--- src/rtl/muldiv_iter.sv ---
// Iterative RV32M multiply/divide unit for the execute stage.
// Shift-add multiply and restoring divide, STEP bits retired per cycle.
//
// state | meaning
// ------+------------------------------------------------------------
// IDLE  | waiting for start; ready
// PREP  | operand magnitudes, result signs, special-case detection
// CALC  | N iterations of shift-add / restoring-divide
// FIX   | sign correction and result selection; result registered
// DONE  | done pulse; a new start is accepted here
module muldiv_iter #(
    parameter int XLEN = 32,
    parameter int STEP = 1
) (
    input  logic            clk,
    input  logic            resetn,
    input  logic            start,
    input  logic [2:0]      funct3,
    input  logic [XLEN-1:0] rs1,
    input  logic [XLEN-1:0] rs2,
    input  logic            kill,
    output logic            ready,
    output logic            busy,
    output logic            done,
    output logic [XLEN-1:0] result
);

    localparam int N  = XLEN / STEP;
    localparam int CW = $clog2(N + 1);
    localparam logic [CW-1:0]   N_CNT   = CW'(N);
    localparam logic [CW-1:0]   CNT_ONE = CW'(1);
    localparam logic [XLEN-1:0] MOST_NEG = {1'b1, {(XLEN-1){1'b0}}};

    typedef enum logic [2:0] {
        S_IDLE,
        S_PREP,
        S_CALC,
        S_FIX,
        S_DONE
    } state_t;

    state_t            state;
    logic [2:0]        op;
    logic [XLEN-1:0]   opa;
    logic [XLEN-1:0]   opb;
    logic [2*XLEN-1:0] acc;
    logic [CW-1:0]     cnt;
    logic              neg_q;
    logic              neg_r;
    logic              special;

    logic              is_div;
    logic              a_signed;
    logic              b_signed;
    logic              neg_a;
    logic              neg_b;
    logic [XLEN-1:0]   mag_a;
    logic [XLEN-1:0]   mag_b;
    logic              div_zero;
    logic              div_ovf;
    logic [XLEN-1:0]   spec_val;

    logic [XLEN+STEP-1:0] mul_sum;
    logic [2*XLEN-1:0]    mul_next;
    logic [XLEN-1:0]      div_rem;
    logic [XLEN-1:0]      div_quo;
    logic [XLEN:0]        div_sh;
    logic [XLEN:0]        div_diff;
    logic [2*XLEN-1:0]    div_next;

    logic [2*XLEN-1:0] prod_fix;
    logic [XLEN-1:0]   quo_fix;
    logic [XLEN-1:0]   rem_fix;
    logic [XLEN-1:0]   res_sel;

    // opa/opb hold the raw operands until PREP, magnitudes afterwards
    assign is_div   = op[2];
    assign a_signed = (op == 3'b001) || (op == 3'b010) || (op == 3'b100) || (op == 3'b110);
    assign b_signed = (op == 3'b001) || (op == 3'b100) || (op == 3'b110);
    assign neg_a    = a_signed && opa[XLEN-1];
    assign neg_b    = b_signed && opb[XLEN-1];
    assign mag_a    = neg_a ? (-opa) : opa;
    assign mag_b    = neg_b ? (-opb) : opb;
    assign div_zero = is_div && (opb == '0);
    assign div_ovf  = is_div && !op[0] && (opa == MOST_NEG) && (opb == '1);

    always_comb begin
        spec_val = '0;
        if (div_zero) begin
            spec_val = op[1] ? opa : '1;
        end else if (!op[1]) begin
            spec_val = MOST_NEG;
        end
    end

    // acc = {partial product, remaining multiplier bits}
    assign mul_sum  = {{STEP{1'b0}}, acc[2*XLEN-1:XLEN]}
                    + ({{STEP{1'b0}}, opa} * {{XLEN{1'b0}}, acc[STEP-1:0]});
    assign mul_next = {mul_sum, acc[XLEN-1:STEP]};

    // acc = {partial remainder, dividend/quotient shift register}
    always_comb begin
        div_rem  = acc[2*XLEN-1:XLEN];
        div_quo  = acc[XLEN-1:0];
        div_sh   = '0;
        div_diff = '0;
        for (int i = 0; i < STEP; i++) begin
            div_sh   = {div_rem, div_quo[XLEN-1]};
            div_diff = div_sh - {1'b0, opb};
            if (!div_diff[XLEN]) begin
                div_rem = div_diff[XLEN-1:0];
                div_quo = {div_quo[XLEN-2:0], 1'b1};
            end else begin
                div_rem = div_sh[XLEN-1:0];
                div_quo = {div_quo[XLEN-2:0], 1'b0};
            end
        end
    end

    assign div_next = {div_rem, div_quo};

    assign prod_fix = neg_q ? (-acc) : acc;
    assign quo_fix  = neg_q ? (-acc[XLEN-1:0]) : acc[XLEN-1:0];
    assign rem_fix  = neg_r ? (-acc[2*XLEN-1:XLEN]) : acc[2*XLEN-1:XLEN];

    always_comb begin
        res_sel = prod_fix[2*XLEN-1:XLEN];
        if (special) begin
            res_sel = acc[XLEN-1:0];
        end else if (is_div) begin
            res_sel = op[1] ? rem_fix : quo_fix;
        end else if (op[1:0] == 2'b00) begin
            res_sel = prod_fix[XLEN-1:0];
        end
    end

    always_ff @(posedge clk or negedge resetn) begin
        if (!resetn) begin
            state   <= S_IDLE;
            op      <= '0;
            opa     <= '0;
            opb     <= '0;
            acc     <= '0;
            cnt     <= '0;
            neg_q   <= 1'b0;
            neg_r   <= 1'b0;
            special <= 1'b0;
            result  <= '0;
            ready   <= 1'b1;
            busy    <= 1'b0;
            done    <= 1'b0;
        end else if (kill) begin
            state <= S_IDLE;
            ready <= 1'b1;
            busy  <= 1'b0;
            done  <= 1'b0;
        end else begin
            case (state)
                S_IDLE, S_DONE: begin
                    done <= 1'b0;
                    if (start) begin
                        op    <= funct3;
                        opa   <= rs1;
                        opb   <= rs2;
                        state <= S_PREP;
                        ready <= 1'b0;
                        busy  <= 1'b1;
                    end else begin
                        state <= S_IDLE;
                        ready <= 1'b1;
                        busy  <= 1'b0;
                    end
                end
                S_PREP: begin
                    opa     <= mag_a;
                    opb     <= mag_b;
                    neg_q   <= neg_a ^ neg_b;
                    neg_r   <= neg_a;
                    cnt     <= N_CNT;
                    special <= div_zero || div_ovf;
                    if (div_zero || div_ovf) begin
                        acc   <= {{XLEN{1'b0}}, spec_val};
                        state <= S_FIX;
                    end else begin
                        acc   <= {{XLEN{1'b0}}, (is_div ? mag_a : mag_b)};
                        state <= S_CALC;
                    end
                end
                S_CALC: begin
                    acc <= is_div ? div_next : mul_next;
                    cnt <= cnt - CNT_ONE;
                    if (cnt == CNT_ONE) begin
                        state <= S_FIX;
                    end
                end
                S_FIX: begin
                    result <= res_sel;
                    state  <= S_DONE;
                    done   <= 1'b1;
                    busy   <= 1'b0;
                    ready  <= 1'b1;
                end
                default: begin
                    state <= S_IDLE;
                    ready <= 1'b1;
                    busy  <= 1'b0;
                    done  <= 1'b0;
                end
            endcase
        end
    end

endmodule

--- config.mk ---
export PLATFORM = sky130hd
export DESIGN_NAME = muldiv_iter
export DESIGN_NICKNAME = d
export VERILOG_FILES = /design/src/rtl/muldiv_iter.sv
export SDC_FILE = /design/constraint.sdc
export NUM_CORES = 1
export LEC_CHECK = 0
export ABC_AREA = 0
export CAP_MARGIN = 20
export CELL_PAD_IN_SITES_DETAIL_PLACEMENT = 1
export CELL_PAD_IN_SITES_GLOBAL_PLACEMENT = 2
export CORE_MARGIN = 2
export CORE_UTILIZATION = 30
export CTS_BUF_LIST = sky130_fd_sc_hd__clkbuf_16
export DETAILED_ROUTE_END_ITERATION = 8
export DONT_BUFFER_PORTS = 1
export PLACE_DENSITY_LB_ADDON = 0.1
export SKIP_LAST_GASP = 1
export SYNTH_ARGS = -nofsm -noshare
export SYNTH_HDL_FRONTEND = slang
export SYNTH_SLANG_ARGS = --single-unit
export TNS_END_PERCENT = 10
--- constraint.sdc ---
create_clock -name clk -period 3.5 [get_ports clk]
set_input_delay 0.35 -clock clk [delete_from_list [all_inputs] [get_ports clk]]
set_output_delay 0.35 -clock clk [all_outputs]
set_load 0.02 [all_outputs]
==> results.py, run 1 <==
metrics = {
    "worst_setup_path": {
        "worst_setup_path_end_kind": "register",
        "crit_arrival_ps": 3810,
        "worstPathMaxFanout": 12,
        "r2r-end": "acc[10]",
        "reg2reg_depth": 8,
        "crit_type": "register to register",
        "cp-start-kind": "register",
        "critPathRequiredTime_ps": 3900,
        "ff2ff_setup_slack_ps": 90,
        "crit_end": "acc[10]",
        "startpoint": "opb[6]",
        "r2r-start": "opb[6]",
    },
    "routing": {
        "drc_errors": 0,
        "vias": 18600,
        "drt_iter0_markers": 1357,
        "post_drt_wl_per_cell_um": 28.4,
        "routed_wl_um": 89800,
        "ant_nets": 0,
        "vias_per_cell": 5.89,
        "first_pass_iters": 5,
    },
    "timing": {
        "setup_tns_ps": 0,
        "fin_crit_sh_pct": 97.4,
        "rsz0062_at_grt": "true",
        "setup_viol": 0,
        "report.final.slew_viol_count": 0,
        "hold_viol": 178,
        "finalWorstSetupSlack_ps": 89.7,
        "slew_headroom_pct": 25.7,
        "layout_min_cycle_time_ps": 3410,
        "fin_hold_ws_ps": -482,
        "fin_skew_ps": 18.4,
        "timing.fmax_mhz": 293,
        "worstMarginPinSlew_ps": 1110,
    },
    "power": {
        "swShare_pct": 54.3,
        "p_comb_share_pct": 67.1,
        "peakVddDrop_mv": 0.428,
        "pwr-share-seq_pct": 21.4,
        "power_mw": 19.2,
        "p_int_mw": 8.78,
        "clkPwrFrac_pct": 11.5,
        "p_switching_mw": 10.4,
        "p_leak_nw": 8.42,
        "p_per_area_mw_per_mm2": 950,
    },
    "run": {
        "cap_violations": 0,
    },
    "finish": {
        "layout-drive-gt1-share_pct": 13.1,
        "instances_no_fill": 3165,
        "n_fill_cell": 6975,
        "area_growth_pct": 15.7,
        "nets": 2529,
    },
    "die": {
        "rows": 88,
        "initial_core_util_pct": 30.3,
        "die_h_um": 245,
        "ioPinCount": 106,
        "core_area_mm2": 0.0576,
        "die_x_um": 245,
        "dieArea_mm2": 0.0602,
    },
    "clock_network": {
        "ctsHoldBuffers": 15,
        "cts.sinks": 178,
        "cts_buffers": 17,
        "cts_max_path_buffers": 2,
        "htree_levels": 4,
        "cts_tree": "done",
        "clk_latency_ps": 520,
        "root_buffer": "clkbuf_16",
        "cts.clk_slew.worst_paths_ps": 90,
    },
    "global_route": {
        "antenna_found_initial": 2,
        "track_usage_pct": 29.7,
        "grt_max_degree": 179,
        "grt.overflow.total": 0,
        "grt_pass1_vias": 18900,
        "grt_pass1_wl_um": 132000,
    },
    "logic_synthesis": {
        "netlist_instances": 2332,
        "synth_top_flop_cell": "dfrtp_1",
        "yosys.area.top_type_share_pct": 25.4,
        "synth_enable_flop_cells": 0,
        "async_flop_share_pct": 100,
        "seq_area_frac_synth_pct": 25.5,
        "syn_area_per_cell_um2": 7.49,
        "syn_nets": 2476,
        "yosysMostFrequentCell": "nand2_1",
        "synthTopCellsByCount": "nand2_1, o21ai_0, a21oi_1",
        "ys_top_cells_by_area": "dfrtp_1, xnor2_1, o21ai_0",
        "ys_warn_count": 0,
        "yosys_register_bits": 178,
        "netlist_area_mm2": 0.0175,
        "yosys.area.top_type": "dfrtp_1",
        "ys_types": 82,
    },
    "run_status": {
        "violations": "negative hold slack",
        "outcome": "finished with violations",
    },
    "place": {
        "placedCellCount": 3115,
        "dp_slack_ps": -125,
        "port_buffers": 0,
        "gp_congestion": 0.912,
        "dp_hpwl_um": 69300,
    },
    "worst_hold_path": {
        "hold_class": "input pin to async pin",
    },
}
final cells by class:
| class | instances | area, um^2 | share of cell area, % |
|---|---|---|---|
| timing repair buffer | 227 | 1790 | 8.84 |
| inverter | 75 | 282 | 1.39 |
| clock inverter | 15 | 183 | 0.904 |
| sequential | 178 | 4460 | 22.1 |
| antenna | 2 | 5.00 | 0.0248 |
| tap | 765 | 957 | 4.74 |
| multi-input combinational | 1886 | 12100 | 59.9 |
| clock buffer | 17 | 425 | 2.10 |
cells by family after synthesis:
| kind of cell | count (synthesis) | share of synthesized area, % |
|---|---|---|
| buf+inv | 268 | 5.86 |
| fa+ha+maj | 73 | 5.32 |
| xor+xnor | 190 | 9.53 |
| flops | 178 | 25.5 |
| mux | 67 | 3.88 |
| compound gates | 791 | 28.4 |
| simple gates | 765 | 21.5 |
worst min path at each step:
stage,from,endpoint,depth (start not counted)
after global placement,resetn,result[22],0
after CTS,resetn,result[19],0
final,resetn,result[19],0
after floorplan,resetn,acc[0],0
after detailed placement,resetn,result[22],0
after global routing,resetn,result[13],0
flip-flops by register name (all words and copies together) (netlist names), 3 cells and up:
register / flops
acc: 64
opa: 32
opb: 32
result: 32
cnt: 6
op: 3
state: 3
through the flow:
| step | instance area, um^2 | util (%) |
|---|---|---|
| finish | 20200 | 35.1 |
| global route | 20200 | 35.1 |
| CTS | 20100 | 34.9 |
| detailed placement | 19300 | 33.6 |
| global placement | 19300 | 33.6 |
| floorplan | 17500 | - |
power by group through the flow:
stage / clock, mW / combinational (mW) / sequential, mW
after floorplan: 0 / 7.92 / 3.66
after global placement: 0 / 12.4 / 4.12
after detailed placement: 0 / 12.6 / 4.14
after CTS: 2.25 / 12.6 / 4.10
after global routing: 2.31 / 13.9 / 4.19
final: 2.21 / 12.9 / 4.10
what timing repair did:
item / 4_1_cts / 5_1_grt
hold endpoints to repair: 193 / 178
buffers inserted: 0 / 0
resized for setup: 2 / 23
pin swaps: 0 / 3
setup endpoints to repair: 4 / 40
cell usage in the layout (no fill, tap or decap), types with 8 or more instances in the layout:
cell type        n
nor4_1          15
xor2_1          58
o21a_1          10
o21ai_1         18
a22o_1          10
or3_1           23
nand2_1        262
o41ai_1         13
o22ai_1         15
a211oi_1        15
buf_4          207
nor2b_1         15
o21ai_0        227
or2_2            8
o211ai_1        40
or4_1           11
a31oi_1         48
o221ai_1        12
a221oi_1        19
and3_1          26
ha_1            67
nand4_1         23
clkbuf_16       17
inv_1           73
nand2b_1        26
nor2_1         146
a21oi_1        188
a32oi_1         21
and2_1          36
dfrtp_1        174
nor3_1          36
nand3_1         91
mux2i_1         61
xnor2_1        132
a21o_1          49
o21bai_1         8
a22oi_1         18
o31ai_1         23
dlygate4sd3_1   15
worst max-delay path, cell delays in order, from the launching register on:
cell and delay [ps]:
dfrtp_1 470, or4_1 620, or3_1 400, nor4_1 400, and3_1 400, nor2_2 220
o211ai_1 150, nand3_1 350, a22o_1 290
metal layers:
| layer | track usage [%] | share of wire [%] | routed length (um) |
|---|---|---|---|
| met4 | 10.7 | 2.9 | 2600 |
| met3 | 4.68 | 5.4 | 4850 |
| met5 | 0 | 0.0089 | 8 |
| met1 | 40.3 | 46 | 40900 |
| met2 | 47.5 | 46 | 41400 |
(Power assumes the default switching activity.)
==> run 2: changes to the inputs <==
Settings changed: ABC_AREA 0 to default.
==> results of run 2 <==
Final layout, timing and power as in run 1 (identical DEF).
